<file path="config.mk">
export PLATFORM = sky130hd
export DESIGN_NAME = glb_psum_writer
export DESIGN_NICKNAME = d
export VERILOG_FILES = /design/src/rtl/glb_psum_writer.sv
export SDC_FILE = /design/constraint.sdc
export NUM_CORES = 1
export LEC_CHECK = 0
export ABC_AREA = 1
export BUFFER_PORTS_ARGS = -buffer_cell sky130_fd_sc_hd__buf_2
export CORE_MARGIN = 3
export CORE_UTILIZATION = 45
export CTS_CLUSTER_DIAMETER = 200
export CTS_CLUSTER_SIZE = 8
export DETAILED_ROUTE_END_ITERATION = 12
export PLACE_DENSITY = 0.71
export SYNTH_ARGS = -nofsm -noshare
export SYNTH_HDL_FRONTEND = slang
export SYNTH_SLANG_ARGS = --single-unit
</file>
<file path="constraint.sdc">
create_clock -name clk -period 3.55 [get_ports clk]
set_clock_uncertainty 0.2 [all_clocks]
set_input_delay 0.355 -clock clk [delete_from_list [all_inputs] [get_ports clk]]
set_output_delay 0.355 -clock clk [all_outputs]
set_load 0.1 [all_outputs]
</file>
<file path="src/rtl/glb_psum_writer.sv">
`default_nettype none
// ============================================================================
// Module   : glb_psum_writer
// Function : Serialises X_dim-wide psum vectors into the psum GLB single-element
//            write port at consecutive addresses from a programmed base.
//            Define GLB_PSUM_ACC_EN for read-accumulate-write operation.
// Revision : 1.0 - initial release
// ============================================================================
module glb_psum_writer #(
    parameter int DATA_BITWIDTH    = 16,
    parameter int ADDR_BITWIDTH    = 10,
    parameter int X_dim            = 3,
    parameter int VEC_CNT_BITWIDTH = 8
) (
    input  logic                           clk,
    input  logic                           reset,
    input  logic                           start,
    input  logic [ADDR_BITWIDTH-1:0]       base_addr,
    input  logic [VEC_CNT_BITWIDTH-1:0]    num_vec,
    output logic                           busy,
    output logic                           done,
    input  logic                           in_valid,
    output logic                           in_ready,
    input  logic [DATA_BITWIDTH*X_dim-1:0] in_data,
    output logic                           write_en,
    output logic [ADDR_BITWIDTH-1:0]       w_addr,
    output logic [DATA_BITWIDTH-1:0]       w_data,
    output logic                           read_req,
    output logic [ADDR_BITWIDTH-1:0]       r_addr,
    input  logic [DATA_BITWIDTH-1:0]       r_data
);

    localparam int                          c_ELEM_W    = (X_dim > 1) ? $clog2(X_dim) : 1;
    localparam logic [c_ELEM_W-1:0]         c_LAST_ELEM = c_ELEM_W'(X_dim - 1);
    localparam logic [VEC_CNT_BITWIDTH-1:0] c_ONE_VEC   = VEC_CNT_BITWIDTH'(1);

    localparam logic [2:0] c_IDLE = 3'd0;
    localparam logic [2:0] c_RECV = 3'd1;
    localparam logic [2:0] c_WR   = 3'd2;
    localparam logic [2:0] c_DONE = 3'd3;
`ifdef GLB_PSUM_ACC_EN
    localparam logic [2:0] c_RD         = 3'd4;
    localparam logic [2:0] c_ELEM_START = c_RD;
`else
    localparam logic [2:0] c_ELEM_START = c_WR;
`endif

    logic [2:0]                       r_state;
    logic [ADDR_BITWIDTH-1:0]         r_addr_ptr;
    logic [VEC_CNT_BITWIDTH-1:0]      r_vec_left;
    logic [c_ELEM_W-1:0]              r_elem_cnt;
    logic [DATA_BITWIDTH*X_dim-1:0]   r_vec;

    // The captured vector is shifted down one element per write, so the
    // current element always sits in the low slice.
    always_ff @(posedge clk) begin
        if (reset) begin
            r_state    <= c_IDLE;
            r_addr_ptr <= '0;
            r_vec_left <= '0;
            r_elem_cnt <= '0;
            r_vec      <= '0;
        end else begin
            case (r_state)
                c_IDLE: begin
                    if (start) begin
                        r_addr_ptr <= base_addr;
                        r_vec_left <= num_vec;
                        r_state    <= (num_vec == '0) ? c_DONE : c_RECV;
                    end
                end
                c_RECV: begin
                    if (in_valid) begin
                        r_vec      <= in_data;
                        r_elem_cnt <= '0;
                        r_state    <= c_ELEM_START;
                    end
                end
`ifdef GLB_PSUM_ACC_EN
                c_RD: begin
                    r_state <= c_WR;
                end
`endif
                c_WR: begin
                    r_addr_ptr <= r_addr_ptr + 1'b1;
                    r_vec      <= r_vec >> DATA_BITWIDTH;
                    if (r_elem_cnt == c_LAST_ELEM) begin
                        r_elem_cnt <= '0;
                        if (r_vec_left == c_ONE_VEC) begin
                            r_state <= c_DONE;
                        end else begin
                            r_vec_left <= r_vec_left - 1'b1;
                            r_state    <= c_RECV;
                        end
                    end else begin
                        r_elem_cnt <= r_elem_cnt + 1'b1;
                        r_state    <= c_ELEM_START;
                    end
                end
                c_DONE: begin
                    r_state <= c_IDLE;
                end
                default: begin
                    r_state <= c_IDLE;
                end
            endcase
        end
    end

    // Strobes are masked during reset so an abandoned element never reaches the GLB.
    logic w_wr_state;
    assign w_wr_state = (r_state == c_WR) && !reset;

    assign busy     = (r_state != c_IDLE);
    assign done     = (r_state == c_DONE);
    assign in_ready = (r_state == c_RECV) && !reset;
    assign write_en = w_wr_state;
    assign w_addr   = w_wr_state ? r_addr_ptr : '0;

`ifdef GLB_PSUM_ACC_EN
    logic w_rd_state;
    assign w_rd_state = (r_state == c_RD) && !reset;
    assign read_req   = w_rd_state;
    assign r_addr     = w_rd_state ? r_addr_ptr : '0;
    assign w_data     = w_wr_state ? (r_vec[DATA_BITWIDTH-1:0] + r_data) : '0;
`else
    logic w_unused_r_data;
    assign w_unused_r_data = ^r_data;
    assign read_req        = 1'b0;
    assign r_addr          = '0;
    assign w_data          = w_wr_state ? r_vec[DATA_BITWIDTH-1:0] : '0;
`endif

endmodule
`default_nettype wire
</file>
==> out/metrics.yaml <==
timing:
  period_share: 0.713
  fmax_mhz: 395
  slew_violations: 0
  layout_setup_ws_ns: 1.02
  rsz0062_at_grt: "false"
  fin_crit_ns: 2.53
  tns_ns: 0
  max_slew.worst_pin.slew_ns: 0.510
  setup_viol: 0
  timing.slew.headroom: 0.659
  finalHoldViolCount: 0
floorplanning:
  rows: 31
  die-area_mm2: 0.00909
  die_y_um: 95.3
  die_x_um: 95.3
  initial_core_util: 0.480
  core_mm2: 0.00749
  ios: 127
worst_setup_path:
  cpMaxStageDelayCell: "buf_2"
  end_kind: "output pin"
  r2r_slack_ns: 1.32
  required_ns: 2.99
  reg2reg_to: "r_vec_left[7]$_SDFFE_PP0P_"
  worstSetupPathType: "register to output pin"
  path_max_fanout: 28
  rr_worst_depth: 8
  path_cells: "inv_2 > nor2_4 > nand2_1 > buf_4 > nor2_1 > buf_2"
  worst_ep_arrival_time_ns: 1.98
  max_stage_delay_ns: 0.44
  start_kind: "register"
  r2r_start: "r_state[1]$_SDFFE_PP0P_"
global_route:
  grt_pass1_wl_um: 15200
  grt_pass1_vias: 3326
  grt_overflow: 0
  grt_max_degree: 46
  grt_use_total: 0.210
  antenna_found_initial: 0
cells_and_area:
  nFillCells: 750
  layout_common_cells: "nand2_1 (157), buf_2 (99), dfxtp_1 (70)"
  final_common_cell: "nand2_1"
  syn_to_final_growth_pct: 19.5
  seq_area_mm2: 0.00140
  drive_gt1_frac: 0.203
  nets: 723
  multiInputGateArea_mm2: 0.00178
  stdcell_area_mm2: 0.00429
  antenna-diode-count: 0
  final_cells: 738
clock_tree:
  clk_latency_ns: 0.35
  cts-resized-gates: 0
  cts_tree: "yes"
  numCtsBuffers: 9
  cts_setup_buffers: 0
  clockRootBuffer: "clkbuf_8"
  clk_path_buf_depth: 2
  clk_pin_slew_worst_paths_ns: 0.09
  cts.sinks: 70
  hold_buffers: 0
  htree_levels: 3
detailed_routing:
  wl_per_cell_um: 12.6
  routed_wirelength_um: 9270
  postRouteAntennaNets: 0
  drc: 0
  vias: 3732
  drt-vias-per-instance: 5.06
  drt_iter0_markers: 240
  first_pass_iters: 5
yosys:
  synth_cells: 551
  syn_avg_cell_area_um2: 6.52
  ys_ff_latch: 70
  ys_types: 27
  yosys_warnings: 0
  synth.cell_area_mm2: 0.00359
  ys_seq_area_frac: 0.390
placed_design:
  portBuffers: 99
  dpl.cell_count: 722
  place_ws_ns: 1.22
  post-dp-hpwl_um: 6560
  gp_congestion: 0.816
  dpl-instance-area_mm2: 0.00406
min_path:
  worstHoldEndpoint: "r_vec[12]$_SDFFE_PP0P_"
  min_path_type: "input port to register"
  min_from: "in_data[12]"
  hold_path_depth: 3
power:
  leakagePower_nw: 2.01
  total_power_mw: 2.05
  power_density_mw_per_mm2: 478
  ir_drop_uv: 306
status:
  outcome: "complete, no violations"
run:
  maxCapViolations: 0
[per-layer routing]
layer,track usage,part of all wire,wire (um),vias up
li1,-,-,-,1930
met1,0.301,0.48,4400,1661
met2,0.323,0.45,4160,133
met3,0.0300,0.065,605,8
met4,0.0721,0.010,95,0
met5,0,0,0,-
[worst max-delay path: cells and delay by family, from the launching register on]
kind	cells	cell delay, ns
DFF	1	0.42
buffers and inverters	3	0.75
and+or+nand+nor	3	0.46
[through the flow]
stage / hold slack, ns / utilization
final: 0.0627 / 0.573
after global routing: 0.0652 / 0.573
after CTS: 0.0548 / 0.573
after detailed placement: 0.257 / 0.543
after global placement: 0.253 / 0.543
after floorplan: 0.239 / -
[cell type report]
type,instances,share of cell area
clock inverters,6,0.0219
inverters,57,0.0498
multi-input cells,392,0.414
clock buffers,10,0.0321
well taps,99,0.0289
flip-flops and latches,70,0.326
repair buffers,104,0.127
[cells in the mapped netlist, drive strengths merged]
library cell,instances,share of area
nor3,1,0.0014
a21oi,27,0.038
buf,29,0.053
dfxtp,70,0.39
clkinv,1,0.0010
a221oi,1,0.0024
or2,2,0.0035
a31oi,34,0.059
clkbuf,13,0.014
conb,1,0.0010
nor4,2,0.0035
o21ai,48,0.067
inv,56,0.059
nand2,159,0.17
o211ai,2,0.0042
nand3,35,0.050
nor2,64,0.071
nand4,3,0.0052
ha,3,0.010
[cells by family (layout without fill, tap and decap cells)]
group / after synthesis / count (layout) / synth area share
AOI/OAI and AO/OA: 112 / 112 / 0.170
adders and majority gates: 3 / 3 / 0.0105
buffers and inverters: 99 / 177 / 0.126
DFF: 70 / 70 / 0.390
other: 1 / 11 / 0.00104
and+or+nand+nor: 266 / 266 / 0.302
[worst max path at each step]
| stage | to | startpoint | slack [ns] |
|---|---|---|---|
| CTS | w_data[15] | r_state[1]$_SDFFE_PP0P_ | 1.0 |
| floorplan | w_addr[5] | r_state[1]$_SDFFE_PP0P_ | 0.70 |
| global placement | w_addr[9] | reset | 1.28 |
| finish | w_data[15] | r_state[1]$_SDFFE_PP0P_ | 1.02 |
| global route | w_data[15] | r_state[1]$_SDFFE_PP0P_ | 0.86 |
| detailed placement | w_data[15] | reset | 1.22 |
[flip-flops by register name (all words and copies together) (netlist names)]
signal      cells
r_vec          48
r_addr_ptr     10
r_vec_left      8
r_elem_cnt      2
r_state         2
[where the power goes]
part	leakage (nW)	internal [mW]	switching, mW
combinational	1.33	0.123	0.292
sequential	0.574	0.853	0.0429
clock	0.113	0.420	0.322
total	2.01	1.40	0.656
Note: power is estimated with default switching activity, not from simulation.
